===== src/rtl/keypad_decimal_entry_if.sv =====
// Keypad entry bundle: column drive / row sense plus the decoded entry outputs.
// The master side is the keypad_decimal_entry block; the slave side is the keypad/consumer.
interface keypad_decimal_entry_if;
  logic [3:0]  col;
  logic [3:0]  row;
  logic [14:0] value;
  logic [2:0]  digit_count;
  logic        key_valid;
  logic [3:0]  key_code;
  logic [14:0] committed_value;
  logic        commit;

  modport master (
    output col, value, digit_count, key_valid, key_code, committed_value, commit,
    input  row
  );

  modport slave (
    input  col, value, digit_count, key_valid, key_code, committed_value, commit,
    output row
  );
endinterface


===== src/rtl/keypad_decimal_entry.sv =====
// 4x4 matrix keypad scanner with scan-level debounce, producing a 4-digit decimal
// entry value (0..9999) with backspace, clear and an Enter-latched commit register.
module keypad_decimal_entry #(
  parameter int unsigned SCAN_DIV       = 10000,
  parameter int unsigned DEBOUNCE_SCANS = 4
) (
  input  logic                   sysclk,
  input  logic                   rst_n,
  keypad_decimal_entry_if.master bus
);

  localparam int unsigned DW = $clog2(SCAN_DIV);
  localparam int unsigned MW = $clog2(DEBOUNCE_SCANS + 1);

  typedef enum logic {IDLE, HELD} state_t;

  logic [3:0]    row_s1_q, row_s2_q;
  logic [DW-1:0] dwell_q, dwell_d;
  logic [1:0]    col_idx_q, col_idx_d;
  logic [15:0]   raw_q, raw_d, prev_q, prev_d, deb_q, deb_d;
  logic [MW-1:0] match_q, match_d;
  state_t        state_q, state_d;
  logic          kv_q, kv_d, commit_q, commit_d;
  logic [3:0]    code_q, code_d;
  logic [14:0]   value_q, value_d, committed_q, committed_d;
  logic [2:0]    cnt_q, cnt_d;

  logic          sample, end_scan, one_hot;
  logic [3:0]    key_idx, key_lut;
  logic [17:0]   shifted;

  // Column scan and debounce; raw_d already holds column 3 when end_scan fires
  always_comb begin
    sample    = (dwell_q == DW'(SCAN_DIV - 1));
    end_scan  = sample && (col_idx_q == 2'd3);
    dwell_d   = sample ? '0 : dwell_q + DW'(1);
    col_idx_d = sample ? col_idx_q + 2'd1 : col_idx_q;
    raw_d     = raw_q;
    if (sample) begin
      for (int unsigned r = 0; r < 4; r++) begin
        raw_d[{r[1:0], col_idx_q}] = ~row_s2_q[r];
      end
    end
    prev_d  = prev_q;
    match_d = match_q;
    deb_d   = deb_q;
    if (end_scan) begin
      prev_d = raw_d;
      if (raw_d == prev_q) begin
        if ({1'b0, match_q} + (MW+1)'(1) >= (MW+1)'(DEBOUNCE_SCANS)) begin
          match_d = MW'(DEBOUNCE_SCANS);
          deb_d   = raw_d;
        end else begin
          match_d = match_q + MW'(1);
        end
      end else begin
        match_d = '0;
      end
    end
  end

  always_comb begin
    one_hot = (deb_q != '0) && ((deb_q & (deb_q - 16'd1)) == '0);
    key_idx = '0;
    for (int unsigned i = 0; i < 16; i++) begin
      if (deb_q[i]) key_idx = i[3:0];
    end
    case (key_idx)
      4'd0:    key_lut = 4'h1;
      4'd1:    key_lut = 4'h2;
      4'd2:    key_lut = 4'h3;
      4'd3:    key_lut = 4'hA;
      4'd4:    key_lut = 4'h4;
      4'd5:    key_lut = 4'h5;
      4'd6:    key_lut = 4'h6;
      4'd7:    key_lut = 4'hB;
      4'd8:    key_lut = 4'h7;
      4'd9:    key_lut = 4'h8;
      4'd10:   key_lut = 4'h9;
      4'd11:   key_lut = 4'hC;
      4'd12:   key_lut = 4'h0;
      4'd13:   key_lut = 4'hF;
      4'd14:   key_lut = 4'hE;
      default: key_lut = 4'hD;
    endcase
  end

  always_comb begin
    state_d     = state_q;
    kv_d        = 1'b0;
    commit_d    = 1'b0;
    code_d      = code_q;
    value_d     = value_q;
    cnt_d       = cnt_q;
    committed_d = committed_q;
    shifted     = 18'(value_q) * 18'd10 + {14'd0, key_lut};
    case (state_q)
      IDLE: begin
        if (deb_q != '0) begin
          state_d = HELD;
          if (one_hot) begin
            kv_d   = 1'b1;
            code_d = key_lut;
            if (key_lut <= 4'd9) begin
              if (cnt_q < 3'd4) begin
                value_d = shifted[14:0];
                cnt_d   = cnt_q + 3'd1;
              end
            end else begin
              case (key_lut)
                4'hF: begin
                  value_d = value_q / 15'd10;
                  if (cnt_q != 3'd0) cnt_d = cnt_q - 3'd1;
                end
                4'hC: begin
                  value_d = '0;
                  cnt_d   = '0;
                end
                4'hE: begin
                  committed_d = value_q;
                  commit_d    = 1'b1;
                end
                default: ;
              endcase
            end
          end
        end
      end
      default: begin
        if (deb_q == '0) state_d = IDLE;
      end
    endcase
  end

  always_ff @(posedge sysclk or negedge rst_n) begin
    if (!rst_n) begin
      row_s1_q    <= '1;
      row_s2_q    <= '1;
      dwell_q     <= '0;
      col_idx_q   <= '0;
      raw_q       <= '0;
      prev_q      <= '0;
      deb_q       <= '0;
      match_q     <= '0;
      state_q     <= IDLE;
      kv_q        <= 1'b0;
      commit_q    <= 1'b0;
      code_q      <= '0;
      value_q     <= '0;
      cnt_q       <= '0;
      committed_q <= '0;
    end else begin
      row_s1_q    <= bus.row;
      row_s2_q    <= row_s1_q;
      dwell_q     <= dwell_d;
      col_idx_q   <= col_idx_d;
      raw_q       <= raw_d;
      prev_q      <= prev_d;
      deb_q       <= deb_d;
      match_q     <= match_d;
      state_q     <= state_d;
      kv_q        <= kv_d;
      commit_q    <= commit_d;
      code_q      <= code_d;
      value_q     <= value_d;
      cnt_q       <= cnt_d;
      committed_q <= committed_d;
    end
  end

  assign bus.col             = ~(4'b0001 << col_idx_q);
  assign bus.value           = value_q;
  assign bus.digit_count     = cnt_q;
  assign bus.key_valid       = kv_q;
  assign bus.key_code        = code_q;
  assign bus.committed_value = committed_q;
  assign bus.commit          = commit_q;

endmodule


===== src/flat_wrapper.sv =====
// flat-port wrapper written by rule: the top's interface ports become plain ports
module keypad_decimal_entry_flat 
#(
  parameter int unsigned SCAN_DIV       = 10000,
  parameter int unsigned DEBOUNCE_SCANS = 4
)
  (sysclk, rst_n, bus_col, bus_value, bus_digit_count, bus_key_valid, bus_key_code, bus_committed_value, bus_commit, bus_row);
  keypad_decimal_entry_if bus_i ();
  input  logic sysclk;
  input  logic rst_n;
  output wire logic [$bits(bus_i.col)-1:0] bus_col;
  output wire logic [$bits(bus_i.value)-1:0] bus_value;
  output wire logic [$bits(bus_i.digit_count)-1:0] bus_digit_count;
  output wire logic [$bits(bus_i.key_valid)-1:0] bus_key_valid;
  output wire logic [$bits(bus_i.key_code)-1:0] bus_key_code;
  output wire logic [$bits(bus_i.committed_value)-1:0] bus_committed_value;
  output wire logic [$bits(bus_i.commit)-1:0] bus_commit;
  input wire logic [$bits(bus_i.row)-1:0] bus_row;
  assign bus_col = bus_i.col;
  assign bus_value = bus_i.value;
  assign bus_digit_count = bus_i.digit_count;
  assign bus_key_valid = bus_i.key_valid;
  assign bus_key_code = bus_i.key_code;
  assign bus_committed_value = bus_i.committed_value;
  assign bus_commit = bus_i.commit;
  assign bus_i.row = bus_row;
  keypad_decimal_entry #(.SCAN_DIV(SCAN_DIV), .DEBOUNCE_SCANS(DEBOUNCE_SCANS)) u_core (.sysclk(sysclk), .rst_n(rst_n), .bus(bus_i));
endmodule

===== config.mk =====
export PLATFORM = sky130hd
export DESIGN_NAME = keypad_decimal_entry_flat
export DESIGN_NICKNAME = d
export VERILOG_FILES = /design/src/rtl/keypad_decimal_entry_if.sv /design/src/rtl/keypad_decimal_entry.sv /design/src/flat_wrapper.sv
export SDC_FILE = /design/constraint.sdc
export NUM_CORES = 1
export LEC_CHECK = 0
export ABC_AREA = 1
export ABC_CLOCK_PERIOD_IN_PS = 11940
export CELL_PAD_IN_SITES_DETAIL_PLACEMENT = 1
export CELL_PAD_IN_SITES_GLOBAL_PLACEMENT = 1
export CORE_MARGIN = 2
export CORE_UTILIZATION = 45
export CTS_CLUSTER_DIAMETER = 50
export DETAILED_ROUTE_END_ITERATION = 10
export PLACE_DENSITY_LB_ADDON = 0.08
export SLEW_MARGIN = 20
export SYNTH_ARGS = -nofsm -noshare
export SYNTH_HDL_FRONTEND = slang
export SYNTH_SLANG_ARGS = --single-unit

===== constraint.sdc =====
create_clock -name sysclk -period 11.94 [get_ports sysclk]
set_input_delay 1.791 -clock sysclk [delete_from_list [all_inputs] [get_ports sysclk]]
set_output_delay 1.791 -clock sysclk [all_outputs]
set_load 0.005 [all_outputs]

**Yosys cells after proc, flatten, opt, wreduce, memory -nomap -nowiden**

Memories as Yosys holds them, arrays and structs flattened.
Index checks and enable logic that the tools add are counted.

- Multipliers: 1
- Order comparisons: 11
- Reduce and logical (&&, ||, !) cells: 16
- Add/sub/neg operators: 8
- Multiplexer cells: 49
- Equality and inequality tests: 8
- Divide/modulo/power cells: 1
- Bitwise logic cells: 8
- Shift operators: 1

Operators by type and width:

| kind | count |
|---|---|
| 16-bit bitwise mux | 4 |
| 16-bit logical NOT | 2 |
| 4-bit two-way mux | 8 |
| 15-bit two-way mux | 2 |
| 15-bit one-hot mux with 2 select lines | 1 |
| 3-bit two-way mux | 9 |
| 16-bit bitwise AND | 1 |
| 16-bit equality test | 1 |
| 1-bit two-way mux | 16 |
| 16-bit two-way mux | 1 |
| 16-bit nonzero test | 1 |
| 16-bit by 1-bit subtractor with 16-bit output, second input constant | 1 |
| 15-bit by 4-bit adder with 15-bit output | 1 |
| 15-bit by 4-bit divider with 15-bit output, second input constant | 1 |
| 15-bit by 3-bit multiplier with 14-bit output, second input constant | 1 |
| 14-bit by 1-bit adder with 14-bit output, second input constant | 1 |
| 14-bit equality test, second input constant | 1 |
| 14-bit two-way mux | 1 |
| 4-bit equality test, second input constant | 3 |
| 4-bit by 5-bit less-than comparator with 1-bit output, second input constant | 2 |
| 5-bit AND reduction | 2 |
| 1-bit demux with 2-bit select | 4 |
| 4-bit by 1-bit >= comparator with 1-bit output, second input constant | 2 |
| 3-bit by 1-bit adder with 3-bit output, second input constant | 2 |
| 22 further kinds | 35 |

- Bits in registers: 115
- Output and inout port bits: 43
- Bits in read-only memories: 64
- Memories: 1

Memories:

| memory | depth | bits a word | rd ports | clocked after Yosys merged registers in | wr ports | line | text |
|---|---|---|---|---|---|---|---|
| (no name shown) | 16 | 4 | 1 | 0 | 0 | keypad_decimal_entry.sv:68 | `case (key_idx)` |

**Longest topological paths before layout**

Gate-level depths: netlist of the first run.
An unclocked memory read counts as a cell.

- Depth after elaboration: 22
- Depth in mapped cells: 50

**Worst setup path before layout of the first run**

Ideal clock, no wire load.

- Kind: register to register
- From: reg u_core.deb_q[2]
- To: reg u_core.value_q[14], in the netlist u_core.bus.value[14]
- Cell stages (with the launch flop): 31
- Buffers on the path: 0
- Library setup time: 0.128 ns
- Data arrival time: 3.726 ns
- Period minus slack after synthesis: 3.854 ns
- Slack: 8.086 ns
- Required time: 11.812 ns
- Cell sequence: dfrtp_1 inv_1 nand2_1 nand2_1 a21oi_1 nor2_1 o21ai_0 a21oi_1 o21ai_0 nand2_1 a21oi_1 ha_1 nand2_1 o21ai_0 o21ai_0 ha_1 a21oi_1 inv_1 a31oi_1 or2_2 nor2_1 inv_1 nor2_1 inv_1 nor2_1 inv_1 nor3_1 nand2_1 nor3_1 xor2_1 o22ai_1

- Cells in the longest elaborated chain, start to end: 18

RTL lines:

| item | line | text |
|---|---|---|
| start: declaration | keypad_decimal_entry.sv:20 | `logic [15:0] raw_q, raw_d, prev_q, prev_d, deb_q, deb_d;` |
| start signal: assignment | keypad_decimal_entry.sv:143 | `deb_q <= '0;` |
| start signal: assignment | keypad_decimal_entry.sv:159 | `deb_q <= deb_d;` |
| 2-bit two-way mux (*) (2 in series) | keypad_decimal_entry.sv:66 | `if (deb_q[i]) key_idx = i[3:0];` |
| 3-bit two-way mux (*) (4 in series) | keypad_decimal_entry.sv:66 |  |
| 4-bit two-way mux (*) (8 in series) | keypad_decimal_entry.sv:66 |  |
| memory 16 x 4 bit (*) | -- |  |
| via u_core.key_lut[2] | keypad_decimal_entry.sv:29 | `logic [3:0] key_idx, key_lut;` |
| 15-bit by 4-bit adder with 15-bit output (tied with other cells) | keypad_decimal_entry.sv:96 | `shifted = 18'(value_q) * 18'd10 + {14'd0, key_lut};` |
| 15-bit two-way mux (tied with other cells) | keypad_decimal_entry.sv:105 | `if (cnt_q < 3'd4) begin` |
| 15-bit two-way mux / 5-bit AND reduction (equally long branches) | -- |  |
| end signal: assignment | keypad_decimal_entry.sv:165 | `value_q <= value_d;` |
| end: declaration | keypad_decimal_entry.sv:25 | `logic [14:0] value_q, value_d, committed_q, committed_d;` |

The timed path passes the listed nets; every way through them passes the cells marked *. The select of a mux whose other input is x is not followed.
A chain may end at the register's enable or synchronous reset.

**Worst setup path after layout of the first run**

- From: reg u_core.dwell_q[0]
- To: reg u_core.deb_q[3]

- Cells in the longest elaborated chain, start to end: 4

RTL lines:

| item | line | text |
|---|---|---|
| start: declaration | keypad_decimal_entry.sv:18 | `logic [DW-1:0] dwell_q, dwell_d;` |
| start signal: assignment | keypad_decimal_entry.sv:155 | `dwell_q <= dwell_d;` |
| 14-bit equality test (*) | keypad_decimal_entry.sv:34 | `sample = (dwell_q == DW'(SCAN_DIV - 1));` |
| 16-bit two-way mux (*) | keypad_decimal_entry.sv:39 | `if (sample) begin` |
| via u_core.raw_d[3] | keypad_decimal_entry.sv:20 |  |
| 16-bit equality test | keypad_decimal_entry.sv:49 | `if (raw_d == prev_q) begin` |
| 3-bit AND reduction (no source line) | -- |  |

The timed path passes the listed nets; every way through them passes the cells marked *.

==> implementation parameters, run 1 <==
Parameter                              Value

Finish
  Post-synthesis to final-layout area growth ... 18.8%
  Number of antenna diodes ... 0
  Final nets ... 1018
  Share of post-route cells with drive strength above 1 ... 10.5%
  Final Cell Area ... 0.00838 mm2

Setup path
  Setup CP Type ... reg -> reg
  Largest fanout of any net on the critical path ... 33
  Signal arrival time at the worst endpoint ... approximately 5800 ps
  Startpoint type of the worst setup path ... register
  Kind of end point of the critical path ... register
  Critical path data required time ... roughly 12000 ps

Timing
  Crit path time final ... approximately 5500 ps
  Final setup skew ... just under 8 ps
  Maximum clock frequency ... about 180 MHz
  Final critical-path setup slack ... 6440 ps
  Final TNS setup ... 0 ps
  Worst slew margin ... 37.4%
  Endpoints failing setup ... 0
  Final Slew Violations ... 0
  Setup repair after global routing missed its margin ... no
  Number of hold violations in the final report ... 0
  Actual transition at the worst max-transition pin ... 937 ps
  Final critical-path share of the clock period ... 46.0%

Clock tree
  Sink count of the clock tree ... 115
  Post-CTS setup buffers ... 0
  CTS buffer count ... 17
  Clock tree from TritonCTS ... done
  Clock latency on the worst-skew pair ... just over 400 ps
  Max Buffers Root-to-Sink ... 2
  Reg clk slew, reported paths ... about 60 ps
  CTS Root Buffer Type ... clkbuf_16
  CTS Hold Buffers Added ... 0
  Number of instances resized during post-cts repair ... 0
  CTS H-tree depth ... 4

Job
  Total of max-cap violations ... 0

Route
  Number of DRC markers after the initial detailed-route iteration ... about 250
  Final antenna-violating net count ... 0
  Vias per Instance ... 5.27
  Drt pass-1 iters ... 4
  Number of vias after detailed routing ... between 6000 and 7000
  DRT Wirelength ... roughly 20 mm
  Number of remaining DRC errors ... 0
  Average wire length per cell after detail routing ... 16.3 um

Placed design
  Worst Setup Slack post-DPL ... 6720 ps
  HPWL Detailed ... about 14 mm
  Placed standard-cell area ... 0.00777 mm2
  Routability congestion estimate from global placement ... slightly below 0.9
  Port Buf Inserts ... 48

Power and ir drop
  Internal power of the cells ... ~0.00072 W
  Net Sw Power ... 0.000206 W
  Sequential share of power ... a little over two fifths
  Sw Ratio ... 22.2%
  Power share of the clock group ... 56.7%
  Highest ir drop seen on vdd ... 142 uV
  Pwr Density ... 111 mW/mm2
  Gate power share ... under 10%
  Total leakage power ... 4.31 nW

Logic synthesis
  Most common library cells after synthesis ... 195 x nand2_1, 148 x inv_1, 107 x dfrtp_1, 84 x o21ai_0, 69 x nor2_1
  Cells after synthesis ... 915
  Count of yosys warnings during synthesis ... 0
  Number of enable-type register cells in the synthesized netlist ... 0
  Synthesized cell area ... approximately 0.0070 mm2
  Unique cell type count in the Yosys netlist ... 47
  Count of state elements after synthesis ... 115
  Fraction of registers with async set/reset ... 100%
  Share of the synthesized area in the top cell type ... 38.0%
  Mapped Avg Cell Area ... 7.70 um2
  Cell taking the most area after synthesis ... dfrtp_1
  Top_reg_cell synth ... dfrtp_1
  Sequential share of the synthesized area ... 41.0%
  Largest cells by area after synthesis ... dfrtp_1 38%, nand2_1 10%, inv_1 7.9%, ha_1 6.4%, o21ai_0 6.0%
  Most frequent cell after synthesis ... nand2_1
  Mapped Nets ... 959

Die
  Area of the core ... between 0.015 and 0.02 mm2
  Die Height ... 129 um
  Width of the die ... 129 um
  Starting utilization of the core area ... 46.2%
  Area enclosed by the die boundary ... between 0.015 and 0.02 mm2
  Std-Cell Rows ... 45
  Top-level I/O count ... 49

GRT
  GR Overflow Total ... 0
  Global-route wire length before repair ... 32.9 mm
  Number of antenna violations at the first check in global routing ... 0
  Overall fraction of global-route tracks in use ... 24.9%
  Vias in the first global route ... 6800
  Largest net degree at the start of global routing ... 62

Outcome
  Status ... finished, final reports clean

Min path
  HP Class ... reg -> reg
==> path summary, 6_finish.rpt <==
path                                                    from  slack (ps)                                          to  cells after the start
worst min-delay path            u_core.row_s1_q[0]$_DFF_PN1_         350                u_core.row_s2_q[0]$_DFF_PN1_                      0
min in group asynchronous                              rst_n        1420  u_core.bus.committed_value[14]$_DFFE_PN0P_                      1
worst min register to register  u_core.row_s1_q[0]$_DFF_PN1_         350                u_core.row_s2_q[0]$_DFF_PN1_                      0
worst max-delay path             u_core.dwell_q[0]$_DFF_PN0_        6440                 u_core.deb_q[3]$_DFFE_PN0P_                     15
worst max register to register   u_core.dwell_q[0]$_DFF_PN0_        6440                 u_core.deb_q[3]$_DFFE_PN0P_                     15
max in group asynchronous                              rst_n        9240          u_core.bus.key_code[1]$_DFFE_PN0P_                      2
==> layout make-up <==
| cell class | count | area (um2) |
|---|---|---|
| inverters | 161 | 604 |
| well taps | 211 | 264 |
| repair buffers | 51 | 500 |
| clock inverters | 15 | 180 |
| flip-flops and latches | 115 | 2890 |
| multi-input cells | 628 | 3510 |
| clock buffers | 17 | 425 |
| fillers | 1855 | 6880 |
==> metal layers <==
metal	GRT usage [%]	wire, um
met5	0	0
met4	9.53	382
met3	3.18	410
met2	46.9	10500
met1	28.6	8280
==> per-stage QoR <==
| stage | cells | power (W) | hold slack, ps | util (%) |
|---|---|---|---|---|
| 2_1_floorplan | 915 | 0.000400 | 345 | - |
| 3_3_place_gp | 1166 | 0.000410 | 346 | 50.9 |
| 3_5_place_dp | 1166 | 0.000410 | 347 | 50.9 |
| 4_1_cts | 1198 | 0.000939 | 355 | 54.9 |
| 5_1_grt | 1198 | 0.000960 | 360 | 54.9 |
| 6_report | 1198 | 0.000931 | 355 | 54.9 |
==> power groups by stage <==
stage,Combinational (W),Sequential [W],Clock [W]
final,0.00000923,0.000394,0.000528
after floorplan,0.00000000471,0.000400,0
after detailed placement,0.0000100,0.000400,0
after global routing,0.0000108,0.000394,0.000556
after global placement,0.00000964,0.000400,0
after CTS,0.0000100,0.000394,0.000536
==> flip-flops by register name, indices dropped and copies added, names as in the netlist <==
name,cells
u_core.bus.commit,1
u_core.bus.committed_value,15
u_core.bus.digit_count,3
u_core.bus.key_code,4
u_core.bus.key_valid,1
u_core.bus.value,15
u_core.col_idx_q,2
u_core.deb_q,16
u_core.dwell_q,14
u_core.match_q,3
u_core.prev_q,16
u_core.raw_q,16
u_core.row_s1_q,4
u_core.row_s2_q,4
u_core.state_q,1
==> worst max-delay path: stages (launching register included) <==
cell and delay [ps]:
dfrtp_1 370, ha_1 200, nand3_1 150, nor4_1 320
nand2_1 240, nor2_1 530, inv_1 580, nor2_1 330
a21oi_1 120, inv_1 130, o211ai_1 100, nor3_1 200
nand3_1 130, a2111oi_0 700, nand2_1 790, o21ai_0 470
==> cell usage in the layout (no fill, tap or decap), drive strengths merged, types with 11 or more instances in the layout <==
cell type / count
inv: 165
o21ai: 105
nor2: 72
clkbuf: 17
nand3: 52
xor2: 19
ha: 36
clkdlybuf4s50: 47
nand2: 220
dfrtp: 107
a21oi: 31
nor3: 11
==> kinds of logic after synthesis <==
| logic type | count (synthesis) | share of synthesized area [%] |
|---|---|---|
| AO/OA/AOI/OAI | 186 | 15.4 |
| AND/OR/NAND/NOR | 376 | 24.0 |
| adder cells (fa/ha/maj) | 38 | 6.96 |
| flip-flops | 115 | 41.0 |
| XOR/XNOR | 28 | 3.48 |
| buffers and inverters | 172 | 9.18 |
Power figures use the tool's default switching activity.
==> run 2, diff against run 1 <==
--- a/config.mk
+++ b/config.mk
@@ -6,11 +6,11 @@
 export NUM_CORES = 1
 export LEC_CHECK = 0
 export ABC_AREA = 1
-export ABC_CLOCK_PERIOD_IN_PS = 11940
+export ABC_CLOCK_PERIOD_IN_PS = 4700
 export CELL_PAD_IN_SITES_DETAIL_PLACEMENT = 1
 export CELL_PAD_IN_SITES_GLOBAL_PLACEMENT = 1
 export CORE_MARGIN = 2
-export CORE_UTILIZATION = 45
+export CORE_UTILIZATION = 40
 export CTS_CLUSTER_DIAMETER = 50
 export DETAILED_ROUTE_END_ITERATION = 10
 export PLACE_DENSITY_LB_ADDON = 0.08
==> constraint.sdc (replaced) <==
create_clock -name sysclk -period 4.7 [get_ports sysclk]
set_input_delay 0.705 -clock sysclk [delete_from_list [all_inputs] [get_ports sysclk]]
set_output_delay 0.705 -clock sysclk [all_outputs]
set_load 0.005 [all_outputs]
==> run 2 against run 1 <==
Effect of this change:
- clock power increased to 2.5 times the previous value
- die area up 12%
- final area increased by 5.5%
- core utilization down 3.6 points
- global-route usage shrank 3.2 points
- non-clock buffer count rose by 24
- critical path depth grew 27
- clock skew rose by 0.62 ps
- hold slack got worse by 130 ps
- sequential share of layout area fell by 1.7 points
- critical path type unchanged
==> implementation parameters, run 2 (synthesis gave the netlist of run 1 again) <==
Parameter                              Value

Outcome
  Status ... finished, final reports clean

Finish
  Top library cells by usage in the layout, fill and taps aside ... 176 x nand2_1, 144 x inv_1, 104 x dfrtp_1, 83 x o21ai_0, 68 x nor2_1
  Number of antenna diodes ... 0 (unchanged)
  Registers with the most flip-flops ... u_core.deb_q: 16 flops, u_core.prev_q: 16 flops, u_core.raw_q: 16 flops
  Share of post-route cells with drive strength above 1 ... 16.9% (+6.4 points)
  Number of fill cells ... 2108 (+14%)
  Final nets ... 1042 (+2.4%)
  Footprint of the flip-flops and latches ... 0.00289 mm2 (+0.13%)
  Post-synthesis to final-layout area growth ... 25.3%
  Commonest non-fill, non-tap cell in the layout ... nand2_1
  Area of the multi-input gates ... 0.00377 mm2 (+7.3%)
  Final Cell Area ... 0.00883 mm2 (+5.5%)

Job
  Total of max-cap violations ... 0 (unchanged)

Die
  Std-Cell Rows ... 48 (+6.7%)
  Die Height ... 137 um (+5.9%)
  Starting utilization of the core area ... 40.9% (-5.3 points)
  Width of the die ... 137 um (+5.9%)
  Area enclosed by the die boundary ... 0.0187 mm2 (+12%)
  Area of the core ... 0.0172 mm2 (+13%)
  Top-level I/O count ... 49 (unchanged)

Timing
  Actual transition at the worst max-transition pin ... 692 ps (-245 ps)
  Worst slew margin ... 53.5% (+16 points)
  Final setup skew ... 8.57 ps (+0.622 ps)
  Crit path time final ... 4390 ps (-1110 ps)
  Setup repair after global routing missed its margin ... yes
  Final Slew Violations ... 0 (unchanged)
  Endpoints failing setup ... 0 (unchanged)
  Final critical-path share of the clock period ... 93.3% (+47 points)
  Number of hold violations in the final report ... 0 (unchanged)
  Maximum clock frequency ... 228 MHz (+25%)

GRT
  Vias in the first global route ... 6522 (-4.1%)
  GR Overflow Total ... 0 (unchanged)
  Global-route wire length before repair ... 32.0 mm (-2.5%)
  Overall fraction of global-route tracks in use ... 21.8% (-3.2 points)
  Largest net degree at the start of global routing ... 44 (-29%)
  Number of antenna violations at the first check in global routing ... 0 (unchanged)

Setup path
  Setup CP Type ... reg -> reg
  Startpoint type of the worst setup path ... register
  Reg-to-reg setup timing slack ... 310 ps (-6130 ps)
  R2R cell count ... 42 (+27)
  Largest fanout of any net on the critical path ... 7 (-79%)
  Reg-to-reg critical path endpoint ... u_core.bus.value[0]$_DFFE_PN0P_
  Cell repeated most along the worst path ... nand2_4
  Delay contributed by the slowest stage of the critical path ... 480 ps (-310 ps)
  Critical path buffer and inverter count ... 8 (+6)
  Gate family responsible for the most delay along the worst path ... simple AND/OR/NAND/NOR gates
  Signal arrival time at the worst endpoint ... 4730 ps (-1060 ps)
  Crit-path slowest cell ... dfrtp_2
  Critical path data required time ... 5040 ps (-7190 ps)
  Launching point of the worst reg2reg path ... u_core.bus.value[14]$_DFFE_PN0P_
  Kind of end point of the critical path ... register

Clock tree
  Clock latency on the worst-skew pair ... 420 ps (about the same)
  Clock tree from TritonCTS ... done
  Sink count of the clock tree ... 115 (unchanged)
  CTS buffer count ... 17 (unchanged)
  CTS Root Buffer Type ... clkbuf_16
  Max Buffers Root-to-Sink ... 2 (unchanged)
  CTS H-tree depth ... 4 (unchanged)
  Reg clk slew, reported paths ... 60 ps (about the same)

Placed design
  Routability congestion estimate from global placement ... 0.802 (-10%)
  HPWL Detailed ... 13.7 mm (-4.2%)
  Placed standard-cell area ... 0.00786 mm2 (+1.2%)
  Port Buf Inserts ... 48 (unchanged)

Power and ir drop
  Total Power ... 0.00235 W (+150%)
  Highest ir drop seen on vdd ... 243 uV (+71%)
  Total leakage power ... 4.57 nW (+5.9%)
  Pwr Density ... 266 mW/mm2 (+140%)

Route
  Final antenna-violating net count ... 0 (unchanged)
  Average wire length per cell after detail routing ... 15.7 um (-3.9%)
  Drt pass-1 iters ... 4 (unchanged)
  Number of DRC markers after the initial detailed-route iteration ... 229 (-7.7%)
  Number of remaining DRC errors ... 0 (unchanged)
  Number of vias after detailed routing ... 6312 (+0.032%)
  Vias per Instance ... 5.11 (-3.0%)
  DRT Wirelength ... 19.4 mm (-0.81%)

Min path
  HP Class ... in -> async
run 2: power breakdown:
part           leakage (nW)  switching (W)  total (W)  internal (W)
Combinational          2.72      0.0000204  0.0000248    0.00000448
Sequential             1.56     0.00000285   0.000999      0.000997
Clock                 0.290       0.000529    0.00133      0.000797
Total                  4.57       0.000552    0.00235       0.00180
run 2: metal layers:
metal  track usage (%)  wire length [um]
met1              26.1              8560
met2              40.1             10100
met3              3.30               362
met4              6.13               347
met5                 0                 0
run 2: worst max path at each step:
stage / depth (start not counted) / to / from / slack, ps
floorplan: 30 / u_core.bus.value[14]$_DFFE_PN0P_ / u_core.deb_q[2]$_DFFE_PN0P_ / 850
global placement: 44 / u_core.bus.value[0]$_DFFE_PN0P_ / u_core.bus.value[12]$_DFFE_PN0P_ / 160
detailed placement: 41 / u_core.bus.value[0]$_DFFE_PN0P_ / u_core.bus.value[12]$_DFFE_PN0P_ / 100
CTS: 41 / u_core.bus.value[0]$_DFFE_PN0P_ / u_core.bus.value[12]$_DFFE_PN0P_ / 110
global route: 46 / u_core.bus.value[0]$_DFFE_PN0P_ / u_core.bus.value[14]$_DFFE_PN0P_ / -120
finish: 42 / u_core.bus.value[0]$_DFFE_PN0P_ / u_core.bus.value[14]$_DFFE_PN0P_ / 310
run 2: cell type report:
class / count / share of cell area [%]
Clock buffer: 17 / 4.82
Clock inverter: 15 / 1.91
Inverter: 161 / 6.93
Multi-Input combinational cell: 628 / 42.7
Sequential cell: 115 / 32.7
Tap cell: 225 / 3.19
Timing Repair Buffer: 75 / 7.75
run 2: timing repair:
item                                    CTS  global route
gates resized for setup                   0            70
hold endpoints to repair                  0             0
endpoints found under the setup margin    0            13
buffers inserted                          0            14
hold buffers                              0             0
run 2: stage by stage:
stage / util [%] / hold slack [ps] / setup TNS [ps] / setup slack [ps] / cells
floorplan: - / 345 / 0 / 846 / 915
global placement: 45.6 / 346 / 0 / 156 / 1190
detailed placement: 45.6 / 347 / 0 / 97.4 / 1190
CTS: 49.1 / 237 / 0 / 113 / 1222
global route: 51.2 / 250 / -203 / -117 / 1236
finish: 51.2 / 228 / 0 / 313 / 1236
==> run 3, diff against run 2 <==
--- a/config.mk
+++ b/config.mk
@@ -13,6 +13,7 @@
 export CORE_UTILIZATION = 40
 export CTS_CLUSTER_DIAMETER = 50
 export DETAILED_ROUTE_END_ITERATION = 10
+export GPL_ROUTABILITY_DRIVEN = 0
 export PLACE_DENSITY_LB_ADDON = 0.08
 export SLEW_MARGIN = 20
 export SYNTH_ARGS = -nofsm -noshare
==> results of run 3 <==
No change in the layout: final DEF, timing and power equal those of run 2.
